`src/rtl/gpu_buffer_pkg.sv`:
```
`default_nettype none
// ============================================================================
// gpu_buffer_pkg : shared entry type and width helper for warp buffers
// Revision 1.0
// ============================================================================
package gpu_buffer_pkg;

   typedef logic [7:0] warp_reg_t;

   // Width needed to encode n distinct values, never less than one bit.
   function automatic int width_of(input int n);
      return (n <= 2) ? 1 : $clog2(n);
   endfunction

endpackage
`default_nettype wire

```
`src/rtl/ring_channel.sv`:
```
`default_nettype none
// ============================================================================
// ring_channel : one ring queue with head/tail pointers and occupancy count
// Revision 1.0
// ============================================================================
module ring_channel
   import gpu_buffer_pkg::*;
#(
   parameter int  DEPTH = 8,
   parameter type T     = warp_reg_t,
   parameter int  CW    = width_of(DEPTH + 1)
) (
   input  logic          clk,
   input  logic          rst,
   input  logic          push_en,
   input  logic          pop_en,
   input  T              data_in,
   output T              head_data,
   output logic [CW-1:0] count
);

   localparam int PW = width_of(DEPTH);

   T              mem [DEPTH];
   logic [PW-1:0] head;
   logic [PW-1:0] tail;

   // Explicit wrap so any DEPTH works, not just powers of two.
   function automatic logic [PW-1:0] next_ptr(input logic [PW-1:0] p);
      return (p == PW'(DEPTH - 1)) ? '0 : p + PW'(1);
   endfunction

   always_ff @(posedge clk) begin
      if (push_en) begin
         mem[tail] <= data_in;
      end
   end

   always_ff @(posedge clk) begin
      if (!rst) begin
         head  <= '0;
         tail  <= '0;
         count <= '0;
      end else begin
         if (push_en) begin
            tail <= next_ptr(tail);
         end
         if (pop_en) begin
            head <= next_ptr(head);
         end
         case ({push_en, pop_en})
            2'b10:   count <= count + CW'(1);
            2'b01:   count <= count - CW'(1);
            default: count <= count;
         endcase
      end
   end

   assign head_data = mem[head];

endmodule
`default_nettype wire

```
`src/rtl/multi_circular_buffer.sv`:
```
`default_nettype none
// ============================================================================
// multi_circular_buffer : NUM_CH ring queues behind shared push and read ports
// Revision 1.0
// ============================================================================
module multi_circular_buffer
   import gpu_buffer_pkg::*;
#(
   parameter int  NUM_CH   = 4,
   parameter int  DEPTH    = 8,
   parameter type T        = warp_reg_t,
   parameter int  AF_LEVEL = DEPTH - 1
) (
   input  logic                                       clk,
   input  logic                                       rst,
   input  logic                                       push_buffer,
   input  logic [width_of(NUM_CH)-1:0]                push_ch,
   input  T                                           data_in,
   input  logic                                       pop_buffer,
   input  logic                                       read_buffer,
   input  logic [width_of(NUM_CH)-1:0]                rd_ch,
   input  logic                                       err_clear,
   output T                                           data_out,
   output logic                                       data_valid,
   output logic [NUM_CH-1:0][width_of(DEPTH+1)-1:0]   count,
   output logic [NUM_CH-1:0]                          empty,
   output logic [NUM_CH-1:0]                          at_capacity,
   output logic [NUM_CH-1:0]                          almost_full,
   output logic                                       overflow,
   output logic                                       underflow
);

   localparam int CHW = width_of(NUM_CH);
   localparam int CW  = width_of(DEPTH + 1);

   logic [NUM_CH-1:0] push_en;
   logic [NUM_CH-1:0] pop_en;
   T                  head_data [NUM_CH];
   T                  rd_data;
   logic              rd_active;
   logic              rd_hit;
   logic              push_hit;

   assign rd_active = pop_buffer | read_buffer;

   for (genvar i = 0; i < NUM_CH; i++) begin : g_ch
      assign empty[i]       = (count[i] == '0);
      assign at_capacity[i] = (count[i] == CW'(DEPTH));
      assign almost_full[i] = (count[i] >= CW'(AF_LEVEL));

      // A same-channel pop frees the slot, so a full channel may still accept.
      assign pop_en[i]  = pop_buffer && (rd_ch == CHW'(i)) && !empty[i];
      assign push_en[i] = push_buffer && (push_ch == CHW'(i)) && (!at_capacity[i] || pop_en[i]);

      ring_channel #(
         .DEPTH (DEPTH),
         .T     (T),
         .CW    (CW)
      ) u_ring (
         .clk       (clk),
         .rst       (rst),
         .push_en   (push_en[i]),
         .pop_en    (pop_en[i]),
         .data_in   (data_in),
         .head_data (head_data[i]),
         .count     (count[i])
      );
   end

   // Out-of-range channel numbers match no entry and so count as errors.
   always_comb begin
      rd_hit   = 1'b0;
      push_hit = 1'b0;
      rd_data  = head_data[0];
      for (int i = 0; i < NUM_CH; i++) begin
         if (rd_ch == CHW'(i)) begin
            rd_hit  = rd_active && !empty[i];
            rd_data = head_data[i];
         end
         if (push_ch == CHW'(i)) begin
            push_hit = push_en[i];
         end
      end
   end

   always_ff @(posedge clk) begin
      if (!rst) begin
         data_out   <= '0;
         data_valid <= 1'b0;
         overflow   <= 1'b0;
         underflow  <= 1'b0;
      end else begin
         data_valid <= rd_hit;
         if (rd_hit) begin
            data_out <= rd_data;
         end
         if (push_buffer && !push_hit) begin
            overflow <= 1'b1;
         end else if (err_clear) begin
            overflow <= 1'b0;
         end
         if (rd_active && !rd_hit) begin
            underflow <= 1'b1;
         end else if (err_clear) begin
            underflow <= 1'b0;
         end
      end
   end

endmodule
`default_nettype wire

```
`config.mk`:
```
export PLATFORM = sky130hd
export DESIGN_NAME = multi_circular_buffer
export DESIGN_NICKNAME = d
export VERILOG_FILES = /design/src/rtl/gpu_buffer_pkg.sv /design/src/rtl/ring_channel.sv /design/src/rtl/multi_circular_buffer.sv
export SDC_FILE = /design/constraint.sdc
export NUM_CORES = 1
export LEC_CHECK = 0
export BUFFER_PORTS_ARGS = -buffer_cell sky130_fd_sc_hd__buf_4
export CAP_MARGIN = 30
export CORE_UTILIZATION = 35
export CTS_CLUSTER_DIAMETER = 40
export DETAILED_ROUTE_END_ITERATION = 8
export PLACE_DENSITY_LB_ADDON = 0.1
export SLEW_MARGIN = 25
export SYNTH_ARGS = -nofsm -noshare
export SYNTH_HDL_FRONTEND = slang
export SYNTH_HIERARCHICAL = 1
export SYNTH_SLANG_ARGS = --single-unit
```
`constraint.sdc`:
```
create_clock -name clk -period 10.5 [get_ports clk]
set_clock_uncertainty 0.1 [all_clocks]
set_input_delay 3.15 -clock clk [delete_from_list [all_inputs] [get_ports clk]]
set_output_delay 3.15 -clock clk [all_outputs]
set_load 0.01 [all_outputs]
```
# After elaboration in Yosys (flattened, before gate mapping)
# Memories as Yosys holds them, arrays and structs flattened. A register that Yosys moved wholly into a read port is not among the register bits.
# Index checks and enable logic that the tools add are counted.
dict set report word_totals {
  rom_bits 0
  latch_bits 0
  wordCells 157
  out_inout_bits 39
  mem_count 4
  regBits 51
  ramBits 256
}
dict set report op_classes {
  n_lt_le_gt_ge 4
  n_mul 0
  shifts 0
  n_addsub 16
  reduce_logical 48
  eq_ne 26
  div 0
  n_bitwise 1
  muxes 42
}
# memory words width read_ports rd_clocked_by_memory_dff wr line_no
set mem_list {}
lappend mem_list {{g_ch[0].u_ring.mem} 8 8 1 1 1 ring_channel.sv:24} ;# T mem [DEPTH];
lappend mem_list {{g_ch[1].u_ring.mem} 8 8 1 1 1 ring_channel.sv:24}
lappend mem_list {{g_ch[2].u_ring.mem} 8 8 1 1 1 ring_channel.sv:24}
lappend mem_list {{g_ch[3].u_ring.mem} 8 8 1 1 1 ring_channel.sv:24}
# op n
set op_table {}
lappend op_table {{3-bit two-way mux} 16}
lappend op_table {{4-bit one-hot mux with 2 select lines} 4}
lappend op_table {{3-bit by 1-bit adder with 3-bit output (second input constant)} 8}
lappend op_table {{3-bit == test (second input constant)} 8}
lappend op_table {{8-bit two-way mux} 3}
lappend op_table {{1-bit logical AND} 22}
lappend op_table {{1-bit two-way mux} 19}
lappend op_table {{4-bit by 1-bit adder with 4-bit output (second input constant)} 4}
lappend op_table {{2-bit == test (second input constant)} 8}
lappend op_table {{4-bit == test (second input constant)} 4}
lappend op_table {{4-bit by 3-bit >= comparator with 1-bit output (second input constant)} 4}
lappend op_table {{4-bit logical NOT} 4}
lappend op_table {{4-bit by 1-bit subtractor with 4-bit output (second input constant)} 4}
lappend op_table {{2-bit by 1-bit == test with 1-bit output (second input constant)} 6}
lappend op_table {{2-bit nonzero test} 6}
lappend op_table {{1-bit logical NOT} 10}
lappend op_table {{2-bit logical NOT} 2}
lappend op_table {{1-bit logical OR} 4}
lappend op_table {{1-bit bitwise OR} 1}

# Logic depth before layout (Yosys ltp)
# Gate-level depths: netlist (run 1).
dict set report depth {
  ltp_word 12
  mapped_depth 13
  mapped_depth_nobuf 12
}

# By module
# Netlist (run 1), hierarchy kept.
# module area_each_um2 instances seq_area_each_um2 cells_per_inst
set modules_own_cells {}
lappend modules_own_cells {ring_channel 3128.0 4 2182.1 164}
lappend modules_own_cells {multi_circular_buffer 1001.0 1 220.2 101}

# Worst setup path after synthesis (run 1)
# No wires, ideal clock.
dict set report synth_path {
  path_type {in2reg}
  from {input port rd_ch[1]}
  to {register g_ch[0].u_ring.count[2]}
  n_path_buf 2
  required_time_ns 10.324
  path_stages 13
  t_arrival_ns 5.856
  setup_slack_ns 4.468
  setup_time_ns 0.076
  cell_sequence {buf_6 > buf_6 > nor3b_1 > nor2_1 > nor4b_1 > inv_1 > ha_1 > xor2_1 > ha_1 > a21oi_1 > xor2_1 > or3_1 > a21boi_0}
}
dict set report synth_between {
  elab_chain_len 7
  elab_cells_between_ends 9
}
# element line_no
set synth_rtl {}
lappend synth_rtl {{start, declared} multi_circular_buffer.sv:21} ;# input logic [width_of(NUM_CH)-1:0] rd_ch,
lappend synth_rtl {{2-bit logical NOT (*)} multi_circular_buffer.sv:52} ;# assign pop_en[i] = pop_buffer && (rd_ch == CHW'(i)) && !empty[i];
lappend synth_rtl {{1-bit logical AND (*) (2 in series)} multi_circular_buffer.sv:52}
lappend synth_rtl {{1-bit logical OR (*)} multi_circular_buffer.sv:53} ;# assign push_en[i] = push_buffer && (push_ch == CHW'(i)) && (!at_capacity[i] || pop_en[i]);
lappend synth_rtl {{1-bit logical AND (*)} multi_circular_buffer.sv:53}
lappend synth_rtl {{net push_en[0]} multi_circular_buffer.sv:36} ;# logic [NUM_CH-1:0] push_en;
lappend synth_rtl {{2-bit by 1-bit == test with 1-bit output / 2-bit == test (equally long branches)} ring_channel.sv:51} ;# case ({push_en, pop_en})
lappend synth_rtl {{4-bit one-hot mux with 2 select lines / 2-bit nonzero test (equally long branches)} -}
lappend synth_rtl {{end signal, assigned} ring_channel.sv:52} ;# 2'b10: count <= count + CW'(1);
lappend synth_rtl {{end signal, assigned} ring_channel.sv:53} ;# 2'b01: count <= count - CW'(1);
lappend synth_rtl {{end signal, assigned} ring_channel.sv:54} ;# default: count <= count;
lappend synth_rtl {{end, declared} ring_channel.sv:19} ;# output logic [CW-1:0] count
# The timed path passes the listed nets; every way through them passes the cells marked *.
# A chain may end at the register's enable or synchronous reset.

# Worst setup path after layout (run 1)
dict set report layout_path {
  from {input port rd_ch[1]}
  to {register g_ch[3].u_ring.count[2]}
}
dict set report layout_between {
  elab_chain_len 7
  elab_cells_between_ends 9
}
# element line_no
set layout_rtl {}
lappend layout_rtl {{2-bit == test (*)} multi_circular_buffer.sv:52}
lappend layout_rtl {{1-bit logical AND (*) (2 in series)} multi_circular_buffer.sv:52}
lappend layout_rtl {{1-bit logical OR (*)} multi_circular_buffer.sv:53}
lappend layout_rtl {{1-bit logical AND (*)} multi_circular_buffer.sv:53}
lappend layout_rtl {{net push_en[3]} multi_circular_buffer.sv:36}
lappend layout_rtl {{2-bit by 1-bit == test with 1-bit output / 2-bit == test (equally long branches)} ring_channel.sv:51}
lappend layout_rtl {{4-bit one-hot mux with 2 select lines / 2-bit nonzero test (equally long branches)} -}
lappend layout_rtl {{end signal, assigned} ring_channel.sv:52}
lappend layout_rtl {{end signal, assigned} ring_channel.sv:53}
lappend layout_rtl {{end signal, assigned} ring_channel.sv:54}
lappend layout_rtl {{end, declared} ring_channel.sv:19}
# Marked as above.

==> run metrics, run 1 <==
Vias between 7000 and 8000; RSZ-0062 raised after global routing false; Yosys Warn Count 6; Die W around 200 µm; Remaining DRCs 0; Hold Path Class reg2reg; Synth Area in Simple Gates 0.0659; core area about 38000 µm²; Final Routed Wirelength 30100 µm; number of global-route vias before repair just over 7000; worst-skew pair later-pin latency 570 ps; Cells after Synth approximately 760; Placement Cell Area ~14000 µm²; Clock transition at path regs roughly 50 ps; first-pass GRT wire length around 44000 µm; Final Net Count between 800 and 900; Synth Area in XOR/XNOR 0.00778; initial core utilization 0.357; Max FO, Critical Path 18; Synth area leaders edfxtp_1 57%, mux4_1 13%, dfxtp_1 9.3%; DR iter-0 viols ~410; CP Launch Type input port; Seq/Total Area, Yosys 0.662; CTS Sinks roughly 320; Routed wire per std cell around 22 µm; Setup crit end kind flip-flop; WP data arrival 5940 ps; #FFs+latches synth 319; Die Y slightly below 200 µm; initial antenna violation count 2; most frequent cells after synthesis 256 x edfxtp_1, 65 x mux4_1, 63 x dfxtp_1, 33 x nand2_1, 33 x nor2_1; Sum Neg Setup Slack 0 ps; Final Setup Violations 0; DRT antenna net count 0; status completed; Leak roughly 5.4 nW; root buffer cell clkbuf_16; WP data required between 10000 and 15000 ps; share of cells above drive strength 1 0.221; non-filler instance count after layout 1389; post-synth cell types between 40 and 50; pins over their slew limit 0; PostCTS Resize Cnt 0; Synth Area in Adders 0.0259; Synth Area in Compound Gates 0.0369; final worst path period need around 5500 ps; Avg Cell Area, Syn between 15 and 20 µm²; CTS tree done; P&R area growth vs syn 18.6%; max frequency 180 MHz; Post-CTS Setup Repair Bufs 0; Fillers approximately 3400; EDFF count, synth approximately 260; Least-Margin Pin Slew around 940 ps; DRT Pass-1 Iters 4; Max transition margin 0.367; Via-to-Cell Ratio between 5 and 6; largest family of logic cells by synthesized area multiplexers; largest net degree at the start of global routing between 60 and 70; WHS between 300 and 400 ps; Mapped Nets 803; Tot GR Track Use 0.157; final global-route overflow total 0; period utilization 0.528; max-cap violations 0; # diodes 0; Clock Path Buffers 3; row cnt 71; mux cell area share after synthesis 0.180; H-Tree Depth 2; post-DP HPWL between 15000 and 20000 µm; full die area slightly below 40000 µm²; Synth area leader edfxtp_1; FFs w/ async S/R, synth 0; placed insts 1300; worst vdd ir between 0.0001 and 0.00015 V; gpl congestion around 0.77; design area around 16000 µm²; pwr/cell area slightly below 200 nW/µm²; Yosys top cell area share 0.569; Hold Buf Count CTS 0; Synth Cell Area roughly 14000 µm²; Num CTS Buffers 46; most frequent cell after synthesis edfxtp_1; IO Count 57; Crit Path Class in2reg; endpoints failing hold 0; number of I/O port buffers 56; ys flop type edfxtp_1
[report_power, final]
group	total, mW	switching (mW)	internal (mW)
clock	1.59	0.595	0.996
combinational	0.112	0.0660	0.0459
sequential	1.39	0.0124	1.38
total	3.09	0.674	2.42
[flip-flops by register name, indices dropped and copies added (netlist names), named ones only]
name               flops
g_ch.u_ring/mem      256
g_ch.u_ring/count     16
g_ch.u_ring/head      12
g_ch.u_ring/tail      12
data_out               8
data_valid             1
overflow               1
underflow              1
[worst max-delay path, stage by stage]
cell      delay (ps)
buf_4            220
nand3_1          150
a31oi_1          740
inv_1            260
ha_1             350
xor2_1           170
ha_1             190
a21oi_1          150
xor2_1            90
or3_1            300
a21boi_0         150
[worst paths after layout]
kind / startpoint / cells past startpoint / slack [ps] / to
setup / recovery: rd_ch[1] / 11 / 4960 / g_ch[3].u_ring/count[2]$_SDFFE_PN0P_
hold / removal: underflow$_SDFFE_PN0P_ / 2 / 370 / underflow$_SDFFE_PN0P_
setup reg to reg: g_ch[3].u_ring/count[1]$_SDFFE_PN0P_ / 10 / 7140 / g_ch[3].u_ring/count[2]$_SDFFE_PN0P_
hold reg to reg: underflow$_SDFFE_PN0P_ / 2 / 370 / underflow$_SDFFE_PN0P_
[layer usage]
| metal | vias to the layer above | track usage | wire length [µm] |
|---|---|---|---|
| met5 | - | 0 | 10 |
| met4 | 2 | 0.0479 | 560 |
| met3 | 47 | 0.0395 | 1700 |
| met2 | 136 | 0.273 | 15400 |
| met1 | 3601 | 0.192 | 12400 |
| li1 | 3249 | - | - |
[through the flow]
| step | util | worst slack [ps] | total power [mW] |
|---|---|---|---|
| after floorplan | - | 4470 | 1.47 |
| after global placement | 0.380 | 4070 | 1.53 |
| after detailed placement | 0.380 | 4340 | 1.53 |
| after CTS | 0.423 | 4950 | 3.14 |
| after global routing | 0.423 | 4750 | 3.20 |
| final | 0.423 | 4960 | 3.09 |
[cells by family after synthesis]
logic type | count (synthesis)
fa+ha+maj | 28
compound gates | 66
xor+xnor | 12
simple gates | 165
mux | 124
buf+inv | 43
flops | 319
[final cells by class]
class / count / area, µm² / share of cell area
Multi-Input combinational cell: 395 / 4280 / 0.267
Timing Repair Buffer: 67 / 508 / 0.0317
Clock inverter: 34 / 430 / 0.0269
Clock buffer: 52 / 1170 / 0.0732
Sequential cell: 319 / 8950 / 0.558
Tap cell: 511 / 639 / 0.0399
Inverter: 11 / 41.3 / 0.00258
[layout by cell type, fill, tap and decap left out, types with 5 or more instances in the layout]
cell	count
edfxtp_1	256
mux4_1	65
dfxtp_1	63
buf_4	62
clkbuf_16	46
nand2_1	33
nor2_1	32
mux2_2	32
ha_1	28
nor2b_1	27
nand2b_1	20
mux2i_1	20
nor3_1	15
inv_1	11
and2_1	11
nor3b_1	9
o21ai_0	9
o311ai_0	9
o22ai_1	9
inv_6	9
o41ai_1	8
xor2_1	8
a21oi_1	8
mux4_2	7
bufinv_16	7
clkbuf_1	6
clkinv_4	6
a32o_1	5
clkinv_1	5
No activity file was read; power rests on OpenSTA's default activity.
==> run 2: changes to the inputs <==
Clock period 10.5 ns to 5.39 ns, I/O delays scaled along.
==> run 2 against run 1 <==
  * Core utilization is 0.48 points higher
  * Global-route usage is 0.22 points higher
  * Cell area is 1.1% higher
  * Non-clock buffer count is 4 higher
  * Setup slack worse by 3300 ps
  * Combinational power is 94% higher
  * Sequential share of layout area is 0.62 points lower
  * Critical path type unchanged
  * Critical endpoint is now g_ch[0].u_ring/count[2]$_SDFFE_PN0P_
  * Largest power group unchanged
==> run metrics, run 2 (synthesis results as in run 1) <==
status completed; core area 37800 µm²; Final Net Count 893; max frequency around 260 MHz; DRT Pass-1 Iters 4; row cnt about 70; full die area roughly 39000 µm²; initial core utilization 0.357; Final Setup Violations 0; pins over their slew limit 0; Max FO, Critical Path 18; Hold Buf Count CTS 0; period utilization 0.701; root buffer cell clkbuf_16; CP Launch Type input port; metal3 WL ~1400 µm; Max transition margin 0.359; initial antenna violation count 2; reg-to-reg slack, setup approximately 2300 ps; number of I/O port buffers 56; pwr/cell area ~390 nW/µm²; top layer in use met5; PostCTS Resize Cnt 0; RSZ-0062 raised after global routing false; P&R area growth vs syn 19.9%; worst vdd ir 0.000208 V; Setup Slack @ Placement 1010 ps; final global-route overflow total 0; Hold Path Class reg2reg; DR iter-0 viols 375; Sum Neg Setup Slack 0 ps; Die Y approximately 200 µm; IO Count 57; Crit Path Class in2reg; Setup crit end kind flip-flop; post-DP HPWL slightly below 20000 µm; DRT met1 WL 12900 µm; WP data required a little under 6000 ps; Post-CTS Setup Repair Bufs 0; final worst path period need between 3000 and 4000 ps; DRT antenna net count 0; WHS 360 ps; number of global-route vias before repair around 7300; biggest regs g_ch.u_ring/mem (256), g_ch.u_ring/count (16); endpoints failing hold 0; Vias between 7000 and 8000; first-pass GRT wire length approximately 46000 µm; Clock Path Buffers 3; gpl congestion 0.742; most flop-heavy register g_ch.u_ring/mem; CTS Sinks 319; Final Routed Wirelength 30300 µm; Remaining DRCs 0; max reg flops about 260; # diodes 0; FF-to-FF End g_ch[1].u_ring/count[2]$_SDFFE_PN0P_; hold-critical path depth 2; Tot GR Track Use 0.160; Num CTS Buffers between 40 and 50; Worst Hold Path EP underflow$_SDFFE_PN0P_; CTS tree done; Sw Pwr between 1 and 1.5 mW; largest net degree at the start of global routing 65; most frequent cells in the layout 256 x edfxtp_1, 68 x buf_4, 65 x mux4_1; Via-to-Cell Ratio 5.06; Sequential Power Share 0.434; worst-skew pair later-pin latency about 570 ps; WP data arrival between 4000 and 5000 ps; Clk network pwr share 0.531; Clock transition at path regs ~50 ps; Net Sw Frac 0.214; metal2 WL 15300 µm; Least-Margin Pin Slew around 960 ps; r2r startpoint g_ch[1].u_ring/count[1]$_SDFFE_PN0P_; Hold Path Origin underflow$_SDFFE_PN0P_; most common cell after layout, fill and taps aside edfxtp_1; H-Tree Depth 2; Leak roughly 5.5 nW; final setup margin between 1500 and 2000 ps; Reg2Reg Depth 11; Int Power just under 5 mW; max-cap violations 0; Die W approximately 200 µm; Routed wire per std cell 21.7 µm; Comb pwr share 0.035; share of cells above drive strength 1 0.232
## run 2: worst max-delay path, cell delays in order
cell and delay (ps):
buf_4 190, nor3b_1 340, nor2_1 90, nor4b_1 290, buf_4 210, inv_1 80, ha_1 280, xor2_1 170
ha_1 190, a21oi_1 140, xor2_1 100, or3_1 300, a21boi_0 160
## run 2: final cells by class
| type | count | area [µm²] |
|---|---|---|
| Clock buffer | 54 | 1240 |
| Clock inverter | 38 | 502 |
| Fill cell | 3371 | 21600 |
| Inverter | 11 | 41.3 |
| Multi-Input combinational cell | 395 | 4270 |
| Sequential cell | 319 | 8950 |
| Tap cell | 511 | 639 |
| Timing Repair Buffer | 71 | 556 |
## run 2: layer usage
| layer | vias up | GRT usage |
|---|---|---|
| li1 | 3277 | - |
| met1 | 3597 | 0.195 |
| met2 | 154 | 0.278 |
| met3 | 49 | 0.0332 |
| met4 | 2 | 0.0581 |
| met5 | - | 0 |
## run 2: stage by stage
| step | cell area [µm²] | std cells | util | power, mW |
|---|---|---|---|---|
| global route | 16200 | 1399 | 0.428 | 6.44 |
| CTS | 16200 | 1398 | 0.428 | 6.32 |
| global placement | 14400 | 1303 | 0.381 | 2.97 |
| finish | 16200 | 1399 | 0.428 | 6.24 |
| floorplan | 13500 | 757 | - | 2.87 |
| detailed placement | 14400 | 1306 | 0.382 | 2.98 |
## run 2: how the worst max path moves through the flow
stage / from / end / slack, ps / cells past startpoint
2_1_floorplan: rd_ch[1] / g_ch[0].u_ring/count[2]$_SDFFE_PN0P_ / 890 / 13
3_3_place_gp: rd_ch[1] / g_ch[0].u_ring/count[2]$_SDFFE_PN0P_ / 1060 / 13
3_5_place_dp: rd_ch[1] / g_ch[0].u_ring/count[2]$_SDFFE_PN0P_ / 1010 / 13
4_1_cts: rd_ch[1] / g_ch[0].u_ring/count[2]$_SDFFE_PN0P_ / 1610 / 13
5_1_grt: rd_ch[1] / g_ch[0].u_ring/count[2]$_SDFFE_PN0P_ / 1290 / 13
6_report: rd_ch[1] / g_ch[0].u_ring/count[2]$_SDFFE_PN0P_ / 1610 / 13
## run 2: power by group through the flow
stage                     combinational [mW]  clock, mW  sequential (mW)
after floorplan                        0.117          0             2.75
after global placement                 0.212          0             2.76
after detailed placement               0.221          0             2.76
after CTS                              0.223       3.39             2.71
after global routing                   0.238       3.49             2.71
final                                  0.217       3.32             2.71
